File: config.mk
export PLATFORM = sky130hd
export DESIGN_NAME = memory_store_merge
export DESIGN_NICKNAME = d
export VERILOG_FILES = /design/src/rtl/memory_store_pkg.sv /design/src/rtl/store_lane_align.sv /design/src/rtl/memory_store_merge.sv
export SDC_FILE = /design/constraint.sdc
export NUM_CORES = 1
export LEC_CHECK = 0
export CAP_MARGIN = 25
export CORE_ASPECT_RATIO = 0.8
export CORE_UTILIZATION = 39
export DETAILED_ROUTE_END_ITERATION = 12
export HOLD_SLACK_MARGIN = 0.03
export PLACE_DENSITY = 0.7
export SLEW_MARGIN = 20
export SYNTH_ARGS = -nofsm -noshare
export SYNTH_HDL_FRONTEND = slang
export SYNTH_SLANG_ARGS = --single-unit
File: constraint.sdc
create_clock -name clk -period 2.5 [get_ports clk]
set_clock_uncertainty 0.15 [all_clocks]
set_input_delay 0.5 -clock clk [delete_from_list [all_inputs] [get_ports clk]]
set_output_delay 0.5 -clock clk [all_outputs]
set_load 0.02 [all_outputs]
File: src/rtl/memory_store_pkg.sv
// Shared opcode constants, FSM state type and mask helper for the store merge path.
package memory_store_pkg;

    localparam logic [5:0] OP_SB  = 6'b101000;
    localparam logic [5:0] OP_SH  = 6'b101001;
    localparam logic [5:0] OP_SW  = 6'b101011;
    localparam logic [5:0] OP_SWL = 6'b101010;
    localparam logic [5:0] OP_SWR = 6'b101110;

    typedef enum logic [2:0] {
        StIdle,
        StRd,
        StWr,
        StDone,
        StErr
    } store_state_e;

    // mask[i] covers bits 8i+7:8i, so mask[3] is big-endian byte lane 0.
    function automatic logic [31:0] expand_mask(input logic [3:0] mask);
        logic [31:0] bits;
        for (int i = 0; i < 4; i++) begin
            bits[8*i +: 8] = {8{mask[i]}};
        end
        return bits;
    endfunction

endpackage

File: src/rtl/store_lane_align.sv
// Combinational big-endian lane alignment and byte mask for MIPS stores.
module store_lane_align
    import memory_store_pkg::*;
(
    input  logic [5:0]  i_op,
    input  logic [1:0]  i_offset,
    input  logic [31:0] i_rt,
    output logic [31:0] o_data,
    output logic [3:0]  o_mask,
    output logic        o_bad
);

    always_comb begin
        o_data = '0;
        o_mask = '0;
        o_bad  = 1'b0;
        case (i_op)
            OP_SB: begin
                o_data = {4{i_rt[7:0]}};
                o_mask = 4'b1000 >> i_offset;
            end
            OP_SH: begin
                o_data = {2{i_rt[15:0]}};
                o_mask = i_offset[1] ? 4'b0011 : 4'b1100;
                o_bad  = i_offset[0];
            end
            OP_SW: begin
                o_data = i_rt;
                o_mask = 4'b1111;
                o_bad  = |i_offset;
            end
            OP_SWL: begin
                o_data = i_rt >> {i_offset, 3'b000};
                o_mask = 4'b1111 >> i_offset;
            end
            OP_SWR: begin
                o_data = i_rt << {~i_offset, 3'b000};
                o_mask = 4'b1111 << ~i_offset;
            end
            default: o_bad = 1'b1;
        endcase
    end

endmodule

File: src/rtl/memory_store_merge.sv
// MEM-stage store unit: aligns store data and writes it via read-modify-write.
// Define STORE_BYTE_WRITE_EN to use byte enables (mem_be) instead of RMW.
module memory_store_merge
    import memory_store_pkg::*;
(
    input  logic        clk,
    input  logic        rst_n,
    input  logic        st_valid,
    output logic        st_ready,
    input  logic [5:0]  st_op,
    input  logic [31:0] st_addr,
    input  logic [31:0] st_data,
    output logic        done,
    output logic        err,
    output logic        mem_req,
    output logic        mem_we,
    output logic [31:0] mem_addr,
    output logic [31:0] mem_wdata,
    input  logic [31:0] mem_rdata,
    input  logic        mem_ack
`ifdef STORE_BYTE_WRITE_EN
    ,
    output logic [3:0]  mem_be
`endif
);

    logic [31:0]  w_aligned;
    logic [3:0]   w_mask;
    logic         w_bad;

    store_state_e r_state;
    logic         r_st_ready;
    logic         r_done;
    logic         r_err;
    logic         r_mem_req;
    logic         r_mem_we;
    logic [31:0]  r_mem_addr;
    logic [31:0]  r_mem_wdata;

    store_lane_align u_align (
        .i_op     (st_op),
        .i_offset (st_addr[1:0]),
        .i_rt     (st_data),
        .o_data   (w_aligned),
        .o_mask   (w_mask),
        .o_bad    (w_bad)
    );

`ifdef STORE_BYTE_WRITE_EN
    logic [3:0] r_mem_be;
    logic       w_unused_rdata;

    assign w_unused_rdata = ^mem_rdata;
    assign mem_be         = r_mem_be;
`else
    logic [31:0] r_data;
    logic [3:0]  r_mask;
    logic [31:0] w_mask_bits;

    assign w_mask_bits = expand_mask(r_mask);
`endif

    always_ff @(posedge clk or negedge rst_n) begin
        if (!rst_n) begin
            r_state     <= StIdle;
            r_st_ready  <= 1'b1;
            r_done      <= 1'b0;
            r_err       <= 1'b0;
            r_mem_req   <= 1'b0;
            r_mem_we    <= 1'b0;
            r_mem_addr  <= '0;
            r_mem_wdata <= '0;
`ifdef STORE_BYTE_WRITE_EN
            r_mem_be    <= '0;
`else
            r_data      <= '0;
            r_mask      <= '0;
`endif
        end else begin
            r_done <= 1'b0;
            r_err  <= 1'b0;
            case (r_state)
                StIdle: begin
                    if (st_valid) begin
                        r_st_ready <= 1'b0;
                        if (w_bad) begin
                            r_state <= StErr;
                            r_err   <= 1'b1;
                        end else begin
                            r_mem_req   <= 1'b1;
                            r_mem_addr  <= {st_addr[31:2], 2'b00};
                            r_mem_wdata <= w_aligned;
`ifdef STORE_BYTE_WRITE_EN
                            r_mem_be    <= w_mask;
                            r_mem_we    <= 1'b1;
                            r_state     <= StWr;
`else
                            r_data      <= w_aligned;
                            r_mask      <= w_mask;
                            // Full-word stores skip the read; aligned data is already final.
                            if (&w_mask) begin
                                r_mem_we <= 1'b1;
                                r_state  <= StWr;
                            end else begin
                                r_mem_we <= 1'b0;
                                r_state  <= StRd;
                            end
`endif
                        end
                    end
                end
`ifndef STORE_BYTE_WRITE_EN
                StRd: begin
                    if (mem_ack) begin
                        r_mem_wdata <= (r_data & w_mask_bits) | (mem_rdata & ~w_mask_bits);
                        r_mem_we    <= 1'b1;
                        r_state     <= StWr;
                    end
                end
`endif
                StWr: begin
                    if (mem_ack) begin
                        r_mem_req <= 1'b0;
                        r_mem_we  <= 1'b0;
                        r_done    <= 1'b1;
                        r_state   <= StDone;
`ifdef STORE_BYTE_WRITE_EN
                        r_mem_be  <= '0;
`endif
                    end
                end
                StDone, StErr: begin
                    r_st_ready <= 1'b1;
                    r_state    <= StIdle;
                end
                default: begin
                    r_st_ready <= 1'b1;
                    r_mem_req  <= 1'b0;
                    r_mem_we   <= 1'b0;
                    r_state    <= StIdle;
                end
            endcase
        end
    end

    assign st_ready  = r_st_ready;
    assign done      = r_done;
    assign err       = r_err;
    assign mem_req   = r_mem_req;
    assign mem_we    = r_mem_we;
    assign mem_addr  = r_mem_addr;
    assign mem_wdata = r_mem_wdata;

endmodule

==> results.toml, run 1 <==
[power_and_ir_drop]
p_comb_share_pct = 43.1
p_switching_mw = 2.74
p_int_mw = 4.78
p_sw_share_pct = 36.4
leakagePower_nw = 4.00
power_mw = 7.52
powerDensity_mw_per_mm2 = 823
power_frac_seq_pct = 35.7
clkPwrFrac_pct = 21.1
ir_drop_mv = 0.503

[synth]
ys_seq_area_share_pct = 42.8
synthXorXnorAreaFrac_pct = 0
synth_top_area_share_pct = 42.4
ys.flop_type = "dfrtp_1"
yosysTopAreaCell = "dfrtp_1"
synth_edf_count = 0
synth_cell_types = 59
synth-simple-area-share_pct = 19.8
synth_top_family_by_area = "compound AO/OA/AOI/OAI gates"
synth_area_sq_mm = 0.00620
synth_adder_area_share_pct = 0
synth_compound_area_share_pct = 21.0
async_flop_share_pct = 100
ys.warnings.count = 0
synth_mux_area_share_pct = 11.5
synth_cells = 696
yosys_register_bits = 106
avgSynthCellArea_sq_um = 8.90
synthTopCellsByArea = "dfrtp_1, mux2i_1, nand2_1"

[final_layout]
fin_area_sq_mm = 0.00913
num-fill-cells = 1330
nets = 1029
final_cell_mix = "clkdlybuf4s50_1, nand2_1, dfrtp_1"
syn2layout_area_growth_pct = 47.4
diodes = 0
multiInputGateArea_sq_mm = 0.00331
drive_above_1_share_pct = 15.8
final_common_cell = "clkdlybuf4s50_1"
regArea_sq_mm = 0.00265

[sta]
max_freq_ghz = 0.419
tightestPinTransition_ps = 722
relSlewSlack_pct = 51.8
hold_violations = 0
maxSlewViolCount = 0
setup_viol_count_final = 0
rsz0062_at_grt = "no"
fin_crit_ps = 2390
fin_crit_sh_pct = 95.5

[floorplanning]
initial_utilization_pct = 40.6
rows = 40
die_area_sq_mm = 0.0164
die_y_microns = 115
die_w_microns = 143
core_sq_mm = 0.0153
io_pins = 175

[grt]
first_global_vias = 5743
top_usage_layer = "met1"
grtUsageMet2_pct = 35.7
grt_max_degree = 54
antenna_found_initial = 0
grt_overflow = 0
grt_pass1_wl_microns = 31400
grt_usage_pct = 24.7
use_met1_pct = 37.0
grt_use_met3_pct = 5.29

[routing]
wl_per_cell_microns = 17.5
dr_total_vias = 6106
drt_pass1_iterations = 5
via_per_inst = 5.37
antenna_left = 0
drtIter0Drc = 404
remaining_drc_errors = 0
wl_microns = 19900

[cts]
cts_tree = "done"
cts-root-buf = "clkbuf_16"
cts.sinks = 106
cts_buffers = 9
htreeDepth = 3
clock_path_buffers = 2
clkTransAtPathRegs_ps = 70
clkLatencyLatePin_ps = 360

[critical_path]
critPathArrivalTime_ps = 2490
crit_type = "input pin to register"
cp-start-kind = "input pin"
crit_path_end_kind = "register"
critPathMaxFanout = 9
worstPathRequired_ps = 2600

[place]
io_buffers = 172
gp_congestion = 0.984
place_area_sq_mm = 0.00875
dp_hpwl_microns = 15000

[min_path]
hp-class = "register to register"

[run_status]
status = "completed"

[flow_run]
maxCapViolations = 0
metal layers:
metal  share of wire [%]  wire length (microns)  up-vias
met5                   0                      0        -
li1                    -                      -     2943
met2                  42                   8420      261
met3                 7.0                   1400       28
met1                  49                   9740     2874
met4                 1.7                    336        0
area by class of cell:
cell class / instances / share of cell area, %
multi-input combinational: 530 / 36.3
sequential: 106 / 29.1
timing repair buffer: 272 / 28.0
tap: 210 / 2.88
clock buffer: 11 / 2.66
clock inverter: 5 / 0.945
inverter: 4 / 0.164
cells in the mapped netlist, drive strengths merged, types with 3 or more instances:
| master | count |
|---|---|
| nand2 | 167 |
| dfrtp | 105 |
| mux2i | 69 |
| o21ai | 49 |
| nor2 | 43 |
| clkbuf | 32 |
| a21oi | 29 |
| buf | 25 |
| a22o | 19 |
| nor3 | 17 |
| a22oi | 14 |
| nor2b | 12 |
| a211oi | 11 |
| nand2b | 9 |
| a311oi | 7 |
| nand3 | 7 |
| a221o | 6 |
| o22ai | 6 |
| o2bb2ai | 6 |
| a2111oi | 5 |
| a222oi | 4 |
| nand3b | 4 |
| nand4b | 4 |
| o21a | 4 |
| inv | 3 |
| nor4 | 3 |
| o211ai | 3 |
| o21bai | 3 |
| or2 | 3 |
| or4b | 3 |
critical path, stage by stage:
cell             delay [ps]
clkdlybuf4s50_1         510
buf_4                   220
buf_4                   150
inv_1                    80
nor3_1                   80
buf_4                   170
a221oi_1                360
buf_4                   180
nand2_1                  50
a22o_1                  200
sequential cells by signal, summed over array words and instances (netlist names):
name	count
mem_req	1
mem_wdata	32
st_ready	1
done	1
r_data	32
r_state	3
err	1
r_mask	4
mem_addr	30
mem_we	1
power groups by stage:
stage	registers, mW	clock network, mW	logic, mW
after floorplan	3.15	0	1.19
after detailed placement	2.71	0	3.25
after CTS	2.69	1.63	3.26
after global placement	2.72	0	3.21
final	2.69	1.59	3.24
after global routing	2.76	1.69	3.49
stage by stage:
stage               setup slack, ps  hold slack, ps  std cells  TNS [ps]  util [%]
floorplan                       252            54.4        697         0         -
global placement               -438             306       1121    -19320      57.3
detailed placement             -477             311       1121    -20450      57.3
CTS                            39.7             329       1138         0      59.6
global route                   25.7             347       1138         0      59.8
finish                          111             325       1138         0      59.8
cell families after synthesis:
group | Yosys count
AO/OA/AOI/OAI | 179
buffers and inverters | 61
flip-flops | 106
multiplexers | 71
other | 1
AND/OR/NAND/NOR | 278
what timing repair did:
item / in CTS / in global routing
buffers inserted: 0 / 0
resized for setup: 2 / 5
endpoints found under the setup margin: 8 / 17
hold endpoints to repair: 36 / 0
hold buffers: 1 / 0
path summary, 6_finish.rpt:
kind	from	endpoint	slack (ps)	cells past startpoint
worst max-delay path	st_op[2]	mem_wdata[29]	110	10
worst min-delay path	mem_addr[8]	mem_addr[8]	330	2
worst max register to register	r_state[1]	mem_wdata[15]	490	6
worst min register to register	mem_addr[8]	mem_addr[8]	330	2
max in group asynchronous	rst_n	mem_addr[21]	960	3
min in group asynchronous	rst_n	mem_wdata[5]	500	2
No activity file was read; power rests on OpenSTA's default activity.
==> run 2: changes to the inputs <==
--- a/config.mk
+++ b/config.mk
@@ -9,8 +9,8 @@
 export CORE_ASPECT_RATIO = 0.8
 export CORE_UTILIZATION = 39
 export DETAILED_ROUTE_END_ITERATION = 12
-export HOLD_SLACK_MARGIN = 0.03
-export PLACE_DENSITY = 0.7
+export HOLD_SLACK_MARGIN = 0.1
+export PLACE_DENSITY = 0.67
 export SLEW_MARGIN = 20
 export SYNTH_ARGS = -nofsm -noshare
 export SYNTH_HDL_FRONTEND = slang
==> run 2 against run 1 <==
Compared with the run above:
- non-clock buffer count grew 3
- sequential share of layout area rose by 0.052 points
- clock power fell by 6%
- utilization is 0.11 points lower
- via count increased by 0.77%
- flip-flop and latch count stayed put
- critical path depth down 2
- worst setup slack lost 22 ps
- combinational power rose by 1%
- total power down 0.59%
- register-to-register slack got worse by 20 ps
- clock-buffer cell count did not move
- critical path type unchanged
- critical endpoint is now mem_wdata[21]
==> results.toml, run 2 (synthesized netlist as in run 1, its figures left out) <==
[critical_path]
timing.rr.start = "r_state[2]"
crit_path_end_kind = "register"
r2r_cells = 6
worstPathRequired_ps = 2600
rrSetupSlack_ps = 470
cp-start-kind = "input pin"
reg2reg_to = "mem_wdata[14]"
critPathArrivalTime_ps = 2510
critPathMaxFanout = 23
crit_type = "input pin to register"

[floorplanning]
core_sq_mm = 0.0153
die_y_microns = 115
initial_utilization_pct = 40.6
io_pins = 175
die_w_microns = 143
rows = 40
die_area_sq_mm = 0.0164

[final_layout]
diodes = 0
multiInputGateArea_sq_mm = 0.00330
final_cell_count_no_fill = 1141
fin_area_sq_mm = 0.00912
nets = 1032
final_cell_mix = "clkdlybuf4s50_1, nand2_1, dfrtp_1"
drive_above_1_share_pct = 16.3
syn2layout_area_growth_pct = 47.1
num-fill-cells = 1330
regArea_sq_mm = 0.00265
final_common_cell = "clkdlybuf4s50_1"

[sta]
fin_tns_setup_ps = 0
fin_crit_sh_pct = 96.4
setup_viol_count_final = 0
setup_slack_ps = 88.9
rsz0062_at_grt = "no"
hold_violations = 0
tightestPinTransition_ps = 776
max_freq_ghz = 0.415
maxSlewViolCount = 0
relSlewSlack_pct = 48.3
fin_crit_ps = 2410

[min_path]
holdPathStages = 2
holdPathEnd = "mem_addr[22]"
min-delay-start = "mem_addr[22]"
hp-class = "register to register"

[routing]
drtIter0Drc = 515
wl_microns = 21200
antenna_left = 0
wl_per_cell_microns = 18.6
via_per_inst = 5.39
remaining_drc_errors = 0
dr_total_vias = 6153
drt_pass1_iterations = 5

[power_and_ir_drop]
leakagePower_nw = 4.03
ir_drop_mv = 0.618
powerDensity_mw_per_mm2 = 820
power_mw = 7.47

[grt]
grt_usage_pct = 26.6
grt_pass1_wl_microns = 33700
grt_overflow = 0
antenna_found_initial = 0
first_global_vias = 6133
grt_max_degree = 41

[cts]
cts_tree = "done"
clock_path_buffers = 2
htreeDepth = 3
cts.sinks = 106
cts-root-buf = "clkbuf_16"
clkLatencyLatePin_ps = 360
clkTransAtPathRegs_ps = 70
cts_buffers = 9

[run_status]
status = "completed"

[place]
place_area_sq_mm = 0.00874
gp_congestion = 0.942
io_buffers = 172
dp_hpwl_microns = 16000
pre_cts_ws_ps = -526
dp_cells = 1122

[flow_run]
maxCapViolations = 0
## run 2: changes by cell type in the layout (fill, tap and decap cells not counted), sizes merged
| cell | previous run | this run |
|---|---|---|
| clkinv | 1 | 3 |
| clkdlybuf4s50 | 171 | 169 |
| buf | 100 | 103 |
| clkinvlp | 2 | 1 |
| dlymetal6s2s | 0 | 2 |
| bufinv | 2 | 1 |
## run 2: worst max-delay path: stages
cell             delay (ps)
clkdlybuf4s50_1         510
buf_4                   340
nor2b_1                 170
o2bb2ai_1               160
a211oi_1                380
buf_4                   180
nand2_1                  50
a22o_1                  190
## run 2: cell type report
type | count | area share, %
timing repair buffer | 275 | 28.3
clock inverter | 5 | 0.686
inverter | 4 | 0.165
multi-input combinational | 530 | 36.2
sequential | 106 | 29.1
clock buffer | 11 | 2.66
tap | 210 | 2.88
## run 2: metal layers
layer / up-vias / wire length (microns) / global-route usage (%)
met5: - / 0 / 0
li1: 2947 / - / -
met1: 2945 / 9890 / 37.9
met3: 29 / 1590 / 6.58
met4: 0 / 438 / 7.17
met2: 232 / 9260 / 40.1
## run 2: how the worst max path moves through the flow
| stage | cells after the start | end | slack, ps | startpoint |
|---|---|---|---|---|
| 6_report | 8 | mem_wdata[21] | 90 | st_addr[0] |
| 5_1_grt | 8 | mem_wdata[11] | 3 | st_addr[0] |
| 4_1_cts | 8 | mem_wdata[29] | 50 | st_addr[1] |
| 3_5_place_dp | 7 | mem_wdata[29] | -530 | st_op[1] |
| 3_3_place_gp | 8 | mem_wdata[29] | -390 | st_op[2] |
| 2_1_floorplan | 8 | mem_wdata[11] | 250 | st_op[1] |
## run 2: stage by stage
| stage | hold slack [ps] | util, % |
|---|---|---|
| after global routing | 350 | 59.7 |
| after floorplan | 54.4 | - |
| final | 323 | 59.7 |
| after CTS | 330 | 59.4 |
| after global placement | 309 | 57.3 |
| after detailed placement | 312 | 57.3 |
## run 2: repair_timing
item / CTS / global route
endpoints found under the hold margin: 28 / 0
resized for setup: 2 / 8
hold buffers: 1 / 0
pin swaps: 0 / 4
setup endpoints to repair: 7 / 20
buffers inserted: 0 / 2
## run 2: report_power, final
group          switching (mW)  leakage, nW  internal [mW]
clock network           0.689        0.148          0.813
registers               0.420         1.37           2.27
logic                    1.69         2.51           1.59
total                    2.79         4.03           4.68
==> run 3: changes to the inputs <==
--- a/config.mk
+++ b/config.mk
@@ -5,8 +5,7 @@
 export SDC_FILE = /design/constraint.sdc
 export NUM_CORES = 1
 export LEC_CHECK = 0
-export CAP_MARGIN = 25
-export CORE_ASPECT_RATIO = 0.8
+export CAP_MARGIN = 20
 export CORE_UTILIZATION = 39
 export DETAILED_ROUTE_END_ITERATION = 12
 export HOLD_SLACK_MARGIN = 0.1
==> run 3 against run 2 <==
Compared with the run above:
- fmax is 0.44% higher
- clock power is essentially flat
- final cell count down 0.96%
- cell area shrank 0.99%
- flip-flop and latch count is the same
- critical path type unchanged
==> results.toml, run 3 (synthesized netlist as in run 1, its figures left out) <==
[cts]
clkLatencyLatePin_ps = 360
clkTransAtPathRegs_ps = 80
cts-root-buf = "clkbuf_16"
htreeDepth = 3
clock_path_buffers = 2
cts_tree = "done"
cts.sinks = 106
cts_buffers = 9

[routing]
wl_per_cell_microns = 18.2
via_per_inst = 5.47
remaining_drc_errors = 0
antenna_left = 0
dr_total_vias = 6181
drt_pass1_iterations = 5
wl_microns = 20600
drtIter0Drc = 459

[sta]
setup_viol_count_final = 0
maxSlewViolCount = 0
fin_crit_ps = 2400
setup_slack_ps = 99.4
rsz0062_at_grt = "no"
relSlewSlack_pct = 54.7
tightestPinTransition_ps = 679
whs_ps = 329
fin_crit_sh_pct = 96.0
hold_violations = 0
max_freq_ghz = 0.417
fin_tns_setup_ps = 0

[critical_path]
crit_path_end = "mem_wdata[11]"
crit_path_end_kind = "register"
critPathMaxFanout = 6
slowest_delay_ps = 570
reg2reg_to = "mem_wdata[11]"
cp-start-kind = "input pin"
timing.rr.start = "r_state[2]"
cp.depth = 8
rrSetupSlack_ps = 450
worst-path-buf-inv = 3
critPathArrivalTime_ps = 2490
critPathTopFamily = "compound AO/OA/AOI/OAI gates"
worstPathRequired_ps = 2580
startpoint = "st_op[1]"
crit_slowest_cell = "clkdlybuf4s50_1"
crit_chain = "clkdlybuf4s50_1 > buf_4 > nand2b_4 > a221o_1 > o21a_1 > buf_12 > a2111oi_2 > a211oi_1"
crit_type = "input pin to register"
r2r_cells = 6

[run_status]
status = "completed"

[floorplanning]
die_area_sq_mm = 0.0164
die_w_microns = 128
rows = 45
die_y_microns = 128
initial_utilization_pct = 40.3
io_pins = 175
core_sq_mm = 0.0154

[final_layout]
regArea_sq_mm = 0.00265
diodes = 0
drive_above_1_share_pct = 14.7
multiInputGateArea_sq_mm = 0.00329
num-fill-cells = 1371
final_common_cell = "clkdlybuf4s50_1"
final_cell_mix = "clkdlybuf4s50_1, nand2_1, dfrtp_1"
syn2layout_area_growth_pct = 45.6
nets = 1020

[grt]
grt_pass1_wl_microns = 32400
grt_max_degree = 107
grt_usage_pct = 25.7
grt_overflow = 0
first_global_vias = 6110
antenna_found_initial = 0

[place]
pre_cts_ws_ps = -491
io_buffers = 172
dp_hpwl_microns = 15400
gp_congestion = 0.874

[power_and_ir_drop]
leakagePower_nw = 3.96
powerDensity_mw_per_mm2 = 827
ir_drop_mv = 0.482

[flow_run]
maxCapViolations = 0

[min_path]
hp-class = "register to register"
min-delay-start = "mem_addr[28]"
==> run 3: changes by cell type in the layout (fill, tap and decap cells not counted), moves of 2 or more <==
cell    delta
buf_4     -12
inv_6      +2
nor3_1     +2
nor3_2     -2
==> run 3: worst min path at each step <==
stage	cells past startpoint	slack, ps	endpoint
after CTS	2	330	mem_addr[28]
after detailed placement	2	320	mem_addr[15]
after floorplan	0	50	done
final	2	330	mem_addr[28]
after global routing	2	350	mem_addr[29]
after global placement	2	310	mem_addr[30]
==> run 3: routing by layer <==
layer	vias to the layer above	share of wire, %	track usage (%)
li1	2921	-	-
met1	2999	45	35.0
met2	227	47	41.3
met3	34	5.8	4.38
met4	0	2.2	8.72
met5	-	0	0
==> run 3: report_power, final <==
part | switching, mW | total, mW | internal, mW
sequential | 0.418 | 2.69 | 2.27
combinational | 1.66 | 3.24 | 1.58
clock | 0.711 | 1.53 | 0.823
total | 2.79 | 7.47 | 4.68
==> run 3: layout make-up <==
type / instances / area share [%]
multi-input combinational: 530 / 36.4
tap: 211 / 2.92
clock inverter: 5 / 0.749
inverter: 4 / 0.166
sequential: 106 / 29.4
clock buffer: 11 / 2.69
timing repair buffer: 263 / 27.6
==> run 3: metrics by stage <==
| step | area, sq um | total power, mW | utilization [%] | cells |
|---|---|---|---|---|
| after floorplan | 6200 | 4.34 | - | 697 |
| after global placement | 8680 | 5.90 | 56.5 | 1113 |
| after detailed placement | 8680 | 5.97 | 56.5 | 1113 |
| after CTS | 9010 | 7.52 | 58.6 | 1130 |
| after global routing | 9030 | 7.86 | 58.7 | 1130 |
| final | 9030 | 7.47 | 58.7 | 1130 |
==> run 3: repair_timing <==
action,CTS,global route
hold buffers,1,0
endpoints found under the hold margin,55,0
endpoints found under the setup margin,7,11
setup buffers,0,0
resized for setup,1,3
==> run 3: tightest hold or removal path, stage by stage, from the launching register on <==
cell	delay, ps
dfrtp_1	350
nand2_1	50
nand2_1	50
